File: config.mk
export PLATFORM = sky130hd
export DESIGN_NAME = miniled_zone_reader
export DESIGN_NICKNAME = d
export VERILOG_FILES = /design/src/rtl/miniled_pkg.sv /design/src/rtl/miniled_bit_shifter.sv /design/src/rtl/miniled_zone_reader.sv
export SDC_FILE = /design/constraint.sdc
export NUM_CORES = 1
export LEC_CHECK = 0
export CAP_MARGIN = 0
export CORE_UTILIZATION = 40
export CTS_BUF_LIST = sky130_fd_sc_hd__clkbuf_8
export DETAILED_ROUTE_END_ITERATION = 10
export HOLD_SLACK_MARGIN = 0.12
export PLACE_DENSITY_LB_ADDON = 0.08
export SYNTH_ARGS = -nofsm -noshare
export SYNTH_HDL_FRONTEND = slang
export SYNTH_SLANG_ARGS = --single-unit
File: constraint.sdc
create_clock -name i_clk -period 3.1 [get_ports i_clk]
set_input_delay 0.31 -clock i_clk [delete_from_list [all_inputs] [get_ports i_clk]]
set_output_delay 0.31 -clock i_clk [all_outputs]
set_load 0.02 [all_outputs]
File: src/rtl/miniled_pkg.sv
// Shared types and default constants for the MiniLED zone reader.
package miniled_pkg;

  localparam int ADDR_W_DEF    = 10;
  localparam int DATA_W_DEF    = 8;
  localparam int N_ZONES_DEF   = 576;
  localparam int GROUP_DEF     = 6;
  localparam int CLK_DIV_DEF   = 2;
  localparam int LATCH_CYC_DEF = 2;

  typedef enum logic [2:0] {
    IDLE  = 3'd0,
    RD    = 3'd1,
    WAIT  = 3'd2,
    SHIFT = 3'd3,
    LATCH = 3'd4,
    DONE  = 3'd5
  } state_t;

endpackage

File: src/rtl/miniled_bit_shifter.sv
// Serialises one byte MSB first: sdo changes while sclk is low, sclk high for the
// second half of each bit; o_byte_done flags the final clk cycle of the last bit.
module miniled_bit_shifter #(
  parameter int DATA_W  = 8,
  parameter int CLK_DIV = 2
) (
  input  logic              i_clk,
  input  logic              i_rst,
  input  logic              i_load,
  input  logic [DATA_W-1:0] i_data,
  output logic              o_sclk,
  output logic              o_sdo,
  output logic              o_byte_done
);

  localparam int DIV_W = $clog2(CLK_DIV + 1);
  localparam int BIT_W = $clog2(DATA_W + 1);

  logic [DATA_W-1:0] r_sreg;
  logic [BIT_W-1:0]  r_bit;
  logic [DIV_W-1:0]  r_div;
  logic              r_active;
  logic              w_tick;
  logic              w_last;

  assign w_tick      = r_active && (r_div == DIV_W'(CLK_DIV - 1));
  assign w_last      = (r_bit == BIT_W'(DATA_W - 1));
  assign o_byte_done = w_tick && o_sclk && w_last;

  // Divider, sclk phase and shift register.
  always_ff @(posedge i_clk or posedge i_rst) begin
    if (i_rst) begin
      r_sreg   <= '0;
      r_bit    <= '0;
      r_div    <= '0;
      r_active <= 1'b0;
      o_sclk   <= 1'b0;
      o_sdo    <= 1'b0;
    end else if (i_load) begin
      r_sreg   <= i_data;
      r_bit    <= '0;
      r_div    <= '0;
      r_active <= 1'b1;
      o_sclk   <= 1'b0;
      o_sdo    <= i_data[DATA_W-1];
    end else if (r_active) begin
      if (w_tick) begin
        r_div <= '0;
        if (!o_sclk) begin
          o_sclk <= 1'b1;
        end else begin
          o_sclk <= 1'b0;
          if (w_last) begin
            r_active <= 1'b0;
            o_sdo    <= 1'b0;
          end else begin
            r_bit  <= r_bit + BIT_W'(1);
            r_sreg <= {r_sreg[DATA_W-2:0], 1'b0};
            o_sdo  <= r_sreg[DATA_W-2];
          end
        end
      end else begin
        r_div <= r_div + DIV_W'(1);
      end
    end
  end

endmodule

File: src/rtl/miniled_zone_reader.sv
// Frame sequencer: reads zones 0..N_ZONES-1, shifts each out, latches every GROUP bytes.
// Optional brightness scaling is enabled by defining MINILED_BRIGHT_SCALE_EN.
module miniled_zone_reader
  import miniled_pkg::*;
#(
  parameter int ADDR_W    = ADDR_W_DEF,
  parameter int DATA_W    = DATA_W_DEF,
  parameter int N_ZONES   = N_ZONES_DEF,
  parameter int GROUP     = GROUP_DEF,
  parameter int CLK_DIV   = CLK_DIV_DEF,
  parameter int LATCH_CYC = LATCH_CYC_DEF
) (
  input  logic              i_clk,
  input  logic              i_rst,
  input  logic              i_frame_start,
  input  logic [7:0]        i_global_bright,
  output logic              o_rd_en,
  output logic [ADDR_W-1:0] o_rd_addr,
  input  logic [DATA_W-1:0] i_rd_data,
  output logic              o_sclk,
  output logic              o_sdo,
  output logic              o_latch,
  output logic              o_busy,
  output logic              o_frame_done,
  output logic              o_frame_drop
);

  localparam int ZC_W = ADDR_W + 1;
  localparam int GC_W = $clog2(GROUP + 1);
  localparam int LC_W = $clog2(LATCH_CYC + 1);

  state_t            r_state, w_state_nx;
  logic [ZC_W-1:0]   r_zone, w_zone_nx;
  logic [GC_W-1:0]   r_grp, w_grp_nx;
  logic [LC_W-1:0]   r_lcnt, w_lcnt_nx;
  logic [DATA_W-1:0] w_cap;
  logic              w_load;
  logic              w_byte_done;

  assign w_load       = (r_state == WAIT);
  assign o_frame_drop = i_frame_start && (r_state != IDLE);

`ifdef MINILED_BRIGHT_SCALE_EN
  logic [7:0]        r_gb;
  logic [DATA_W+7:0] w_prod;

  // Brightness is frozen for the whole frame at the accepted frame_start.
  always_ff @(posedge i_clk or posedge i_rst) begin
    if (i_rst) begin
      r_gb <= 8'd0;
    end else if ((r_state == IDLE) && i_frame_start) begin
      r_gb <= i_global_bright;
    end
  end

  assign w_prod = {8'd0, i_rd_data} * {{DATA_W{1'b0}}, r_gb};
  assign w_cap  = w_prod[DATA_W+7:8];
`else
  logic w_unused_gb;
  assign w_unused_gb = ^i_global_bright;
  assign w_cap       = i_rd_data;
`endif

  // Next-state and counter updates.
  always_comb begin
    w_state_nx = r_state;
    w_zone_nx  = r_zone;
    w_grp_nx   = r_grp;
    w_lcnt_nx  = r_lcnt;
    case (r_state)
      IDLE: begin
        if (i_frame_start) begin
          w_state_nx = RD;
          w_zone_nx  = '0;
          w_grp_nx   = '0;
        end else begin
          w_state_nx = IDLE;
        end
      end
      RD:   w_state_nx = WAIT;
      WAIT: w_state_nx = SHIFT;
      SHIFT: begin
        if (w_byte_done) begin
          w_zone_nx = r_zone + ZC_W'(1);
          w_grp_nx  = r_grp + GC_W'(1);
          w_lcnt_nx = '0;
          if ((w_grp_nx == GC_W'(GROUP)) || (w_zone_nx == ZC_W'(N_ZONES))) begin
            w_state_nx = LATCH;
          end else begin
            w_state_nx = RD;
          end
        end else begin
          w_state_nx = SHIFT;
        end
      end
      LATCH: begin
        if (r_lcnt == LC_W'(LATCH_CYC - 1)) begin
          w_grp_nx  = '0;
          w_lcnt_nx = '0;
          if (r_zone == ZC_W'(N_ZONES)) begin
            w_state_nx = DONE;
          end else begin
            w_state_nx = RD;
          end
        end else begin
          w_lcnt_nx = r_lcnt + LC_W'(1);
        end
      end
      DONE:    w_state_nx = IDLE;
      default: w_state_nx = IDLE;
    endcase
  end

  // State, counters and registered outputs decoded from the next state.
  always_ff @(posedge i_clk or posedge i_rst) begin
    if (i_rst) begin
      r_state      <= IDLE;
      r_zone       <= '0;
      r_grp        <= '0;
      r_lcnt       <= '0;
      o_rd_en      <= 1'b0;
      o_rd_addr    <= '0;
      o_latch      <= 1'b0;
      o_busy       <= 1'b0;
      o_frame_done <= 1'b0;
    end else begin
      r_state      <= w_state_nx;
      r_zone       <= w_zone_nx;
      r_grp        <= w_grp_nx;
      r_lcnt       <= w_lcnt_nx;
      o_rd_en      <= (w_state_nx == RD);
      o_latch      <= (w_state_nx == LATCH);
      o_busy       <= (w_state_nx inside {RD, WAIT, SHIFT, LATCH});
      o_frame_done <= (w_state_nx == DONE);
      if (w_state_nx == RD) begin
        o_rd_addr <= w_zone_nx[ADDR_W-1:0];
      end
    end
  end

  miniled_bit_shifter #(
    .DATA_W  (DATA_W),
    .CLK_DIV (CLK_DIV)
  ) u_shifter (
    .i_clk       (i_clk),
    .i_rst       (i_rst),
    .i_load      (w_load),
    .i_data      (w_cap),
    .o_sclk      (o_sclk),
    .o_sdo       (o_sdo),
    .o_byte_done (w_byte_done)
  );

endmodule

Word level (Yosys, flattened, before mapping)
Cells that the tools add are included.

Logic and storage cells: 103. Bits of input ports: 19. Flip-flop bits (word level): 49. Output and inout port bits: 17.

Reduce and logical (&&, ||, !) cells: 20. Eq/ne operators: 19. Mux-type cells: 43. Add/subtract/negate cells: 5.

Operators with widths (count): two-way mux 7 bit (5); == test 11 x 10 -> 1 bit, second input constant (2); two-way mux 11 bit (2); case mux 11 bit (2 select lines) (1); two-way mux 3 bit (7); two-way mux 4 bit (5); two-way mux 1 bit (15); case mux 3 bit (5 select lines) (1); == test 3 x 2 -> 1 bit, second input constant (4); == test 3 bit, second input constant (4); adder 11 x 1 -> 11 bit, second input constant (1); two-way mux 2 bit (5); nonzero test 2 bit (5); case mux 3 bit (3 select lines) (1); AND reduction 4 bit (2); == test 3 x 1 -> 1 bit, second input constant (2); AND reduction 3 bit (2); nonzero test 3 bit (2); adder 2 x 1 -> 2 bit, second input constant (2); adder 4 x 1 -> 4 bit, second input constant (1); == test 2 x 1 -> 1 bit, second input constant (2); == test 4 x 3 -> 1 bit, second input constant (1); logical AND 1 bit (4); inequality test 2 x 1 -> 1 bit, second input constant (2); 7 further kinds (9).

Logic depth before layout (Yosys ltp)
Word-level depth: 8. Gate-level depth with buffers: 9. Depth with buffers taken out: 8.

Modules after synthesis
Synthesis repeated with hierarchy kept, for this count alone.

Cell total of the unflattened synthesis: 256. Area, all modules: 2611.3 sq um.

Modules (own cells, without submodules): miniled_zone_reader (seq. area each 825.8 sq um, area each 1824.2 sq um, times used 1, cells an instance 175); miniled_bit_shifter (seq. area each 400.4 sq um, area each 787.0 sq um, times used 1, cells an instance 81).

Least setup slack after synthesis
OpenSTA, ideal clock, no wires.

Path type: flip-flop to flip-flop. Start: register r_zone[0]. End: register o_rd_addr[0]. Setup time: 0.125 ns. Period minus slack after synthesis: 2.418 ns. Data required time: 2.975 ns. Path buffers: 1. Stages on the path, launching flop included: 9. Path slack: 0.682 ns. Data arrival time: 2.293 ns. Cell sequence: dfrtp_1 ha_1 nand3_4 or4b_4 a211oi_2 a31o_2 or2_4 buf_12 mux2_4.

Word-level cells in the longest chain between the ends: 7. Elaborated cells between the ends (all ways): 13. Classes of those cells: add/sub: 1; eq/ne: 3; mux: 8; reduce/logical: 1.

RTL lines: start: declaration (line miniled_zone_reader.sv:33) `logic [ZC_W-1:0] r_zone, w_zone_nx;`; start signal: assignment (line miniled_zone_reader.sv:128) `r_zone <= w_zone_nx;`; adder 11 x 1 -> 11 bit (line miniled_zone_reader.sv:84) `w_zone_nx = r_zone + ZC_W'(1);`; == test 11 x 10 -> 1 bit (line miniled_zone_reader.sv:87) `if ((w_grp_nx == GC_W'(GROUP)) || (w_zone_nx == ZC_W'(N_ZONES))) begin`; logical OR 1 bit (line miniled_zone_reader.sv:87); two-way mux 3 bit (line miniled_zone_reader.sv:87); two-way mux 3 bit (line miniled_zone_reader.sv:83) `if (w_byte_done) begin`; case mux 3 bit (5 select lines) * (line miniled_zone_reader.sv:70) `case (r_state)`; via w_state_nx[2] (line miniled_zone_reader.sv:32) `state_t r_state, w_state_nx;`; == test 3 x 1 -> 1 bit * (line miniled_zone_reader.sv:135) `if (w_state_nx == RD) begin`; end signal: assignment (line miniled_zone_reader.sv:136) `o_rd_addr <= w_zone_nx[ADDR_W-1:0];`; end: declaration (line miniled_zone_reader.sv:18) `output logic [ADDR_W-1:0] o_rd_addr,`.

Mark *: on every way through the listed nets, which the timed path passes. The rest lies on a longest branch. The select of a mux whose other input is x is not followed. A chain may end at the register's enable or synchronous reset.

Final worst setup path
Start: register r_zone[0]. End: register o_rd_addr[9].

Same word-level chain as after synthesis.

==> metrics.yaml <==
run_status:
  status: "finished, final reports clean"
critical_path:
  critPathMaxFanout: 11
  rr_worst_depth: 7
  r2r_slack_ps: 370
  r2r_end: "o_rd_addr[9]"
  rr_startpoint: "r_zone[0]"
  max_stage_delay_ps: 540
  worstPathCellList: "ha_1 -> nand3_4 -> or4b_4 -> a211oi_2 -> a31o_2 -> or2_4 -> mux2_2"
  cp_slowest_cell: "or4b_4"
  arrival_ps: 2930
  required_ps: 3300
  path_class: "flip-flop to flip-flop"
  end_kind: "flip-flop"
  startpoint_type: "flip-flop"
hold_path:
  hp-class: "flip-flop to flip-flop"
  min_to: "r_grp[2]"
  holdPathStages: 1
  min-delay-start: "r_grp[2]"
power_and_ir_drop:
  internal_power_uw: 822
  leakage_nw: 1.23
  p_sw_frac: 0.236
  power_density_nw_per_um2: 369
  switchingPower_uw: 254
  combPwrFrac: 0.031
  ir_drop_v: 0.000177
  seqPwrFrac: 0.598
  clock_power_share: 0.371
  total_power_mw: 1.08
timing:
  tns_ps: 0
  slew_viol_final: 0
  grt_setup_unrepaired: "false"
  hold_viol_final: 0
  period_minus_slack_ps: 2730
  setup_viol: 0
  relSlewSlack: 0.325
  clock.fmax_mhz: 366
  clock_skew_ps: 9.32
  tightest_slew_ps: 1010
  fin_crit_sh: 0.881
die:
  die_y_um: 80.8
  core_um2: 5960
  dieArea_um2: 6530
  die_w_um: 80.8
  io_pins: 36
  start_util: 0.417
  row_count: 28
drt:
  via_per_inst: 5.42
  post_drt_wl_per_cell_um: 14.5
  vias: 1852
  dr.pass1.iters: 4
  final_antenna_net_count: 0
  drc: 0
  drt_iter0_drc: 133
  drt_wl_total_um: 4950
global_route:
  gr-total-overflow: 0
  grt_max_degree: 50
  grt_pass1_wl_um: 8370
  grt_usage: 0.169
  grt_pass1_vias: 1762
  antenna_found_initial: 0
final_layout:
  area_growth_pct: 17.3
  antennaDiodeCount: 0
  finalInstanceArea_um2: 2910
  utilization: 0.489
  nNetsFinal: 290
  drive_above_1_share: 0.109
yosys:
  synth_area_leaders: "dfrtp_1 49%, o21ai_0 5.6%, mux2_4 5.4%, nand2_1 4.1%, mux2i_1 3.6%"
  ys_types: 48
  avgSynthCellArea_um2: 10.4
  syn_inst: 239
  synth_top_area_share: 0.494
  synth_seq_area_share: 0.494
  async_flop_share: 1.00
  synthFlopType: "dfrtp_1"
  synth-seq-cells: 49
  synth_top_area_cell: "dfrtp_1"
  yosys-top-cells-count: "49 x dfrtp_1, 28 x o21ai_0, 27 x nand2_1"
  ys_warn_count: 0
  synth_edf_count: 0
  synthesis.nets: 263
  netlist_area_um2: 2480
  synth_most_common_cell: "dfrtp_1"
cts:
  post_cts_buffers: 0
  h-tree-depth: 2
  insertion_delay_ps: 310
  clkSinkCount: 49
  cts_buffer_depth: 2
  path_clk_slew_ps: 100
  ctsResizeCount: 0
  cts_tree: "done"
  root_buffer: "clkbuf_8"
  cts_buffers: 5
  cts_hold_buf: 0
placement:
  dp_hpwl_um: 3390
  port_buffers: 27
  placed_cell_area_um2: 2820
  gp_congestion: 0.850
flow_run:
  cap_violations: 0
-- area by class of cell --
type,count,area [um2]
Fill cell,590,3040
Sequential cell,49,1230
Multi-Input combinational cell,172,1170
Timing Repair Buffer,31,300
Tap cell,75,93.8
Clock buffer,5,68.8
Inverter,7,26.3
Clock inverter,3,25.0
-- metrics by stage --
stage	hold WS [ps]	setup slack, ps	instances
detailed placement	498	389	334
global placement	492	408	334
CTS	518	370	342
global route	539	178	342
finish	512	368	342
floorplan	427	682	239
-- registers in the layout, summed over array words and instances, names as in the netlist, 2 cells and up --
register          count
u_shifter.r_div       2
r_grp                 3
r_zone               11
u_shifter.r_sreg      7
r_state               3
o_rd_addr            10
r_lcnt                2
u_shifter.r_bit       4
-- worst max-delay path by stage --
stage,end,slack [ps],startpoint,depth (start not counted)
after global routing,o_rd_addr[9],180,r_zone[0],7
after floorplan,o_rd_addr[0],680,r_zone[0],8
final,o_rd_addr[9],370,r_zone[0],7
after detailed placement,o_rd_addr[9],390,r_zone[0],7
after CTS,o_rd_addr[9],370,r_zone[0],7
after global placement,o_rd_addr[9],410,r_zone[0],7
-- critical path: cells and delay by family, from the launching register on --
family | cells | cell delay [ps]
AND/OR/NAND/NOR | 3 | 950
AO/OA/AOI/OAI | 2 | 500
flip-flops | 1 | 470
multiplexers | 1 | 360
adder cells (fa/ha/maj) | 1 | 340
-- placed cells by master, fill, tap and decap left out, types with 2 or more instances in the layout --
cell             Yosys  final
mux2_4               9      9
or3_1                2      2
mux2i_1              9      9
a31oi_1              3      3
ha_1                 5      5
nand3_1              7      7
nor2b_1              3      3
o31ai_1              3      3
nand3b_1             3      3
nand4b_1             2      2
inv_6                0      2
o41ai_1              3      3
nor2_1              15     15
o21ai_0             28     28
a21oi_1              8      8
nand2b_1             3      3
nand2_1             27     27
nand4_1              3      3
inv_1                7      6
buf_4                0      4
clkdlybuf4s50_1      0     27
xor2_1               6      6
and3_1               4      4
clkbuf_8             0      5
and2_1               2      2
dfrtp_1             49     49
xnor2_1              2      2
nor3_1               3      3
-- layer usage --
layer  up-vias  track usage  part of all wire
li1        911            -                 -
met1       905        0.224              0.48
met2        31        0.281              0.47
met3         5       0.0270             0.035
met4         0       0.0589             0.011
met5         -            0                 0
-- cell families after synthesis --
family	after synthesis	synth area share
buffers and inverters	18	0.0358
DFF	49	0.494
AOI/OAI and AO/OA	57	0.142
adders and majority gates	5	0.0252
muxes	19	0.0952
and+or+nand+nor	83	0.180
xor gates and xnor gates	8	0.0282
-- power groups by stage --
stage | logic (mW) | registers, mW | clock network [mW]
after floorplan | 0.0137 | 0.657 | 0
after global routing | 0.0389 | 0.644 | 0.439
after global placement | 0.0349 | 0.656 | 0
final | 0.0337 | 0.643 | 0.399
after CTS | 0.0353 | 0.644 | 0.415
after detailed placement | 0.0350 | 0.656 | 0
No activity file was read; power rests on OpenSTA's default activity.
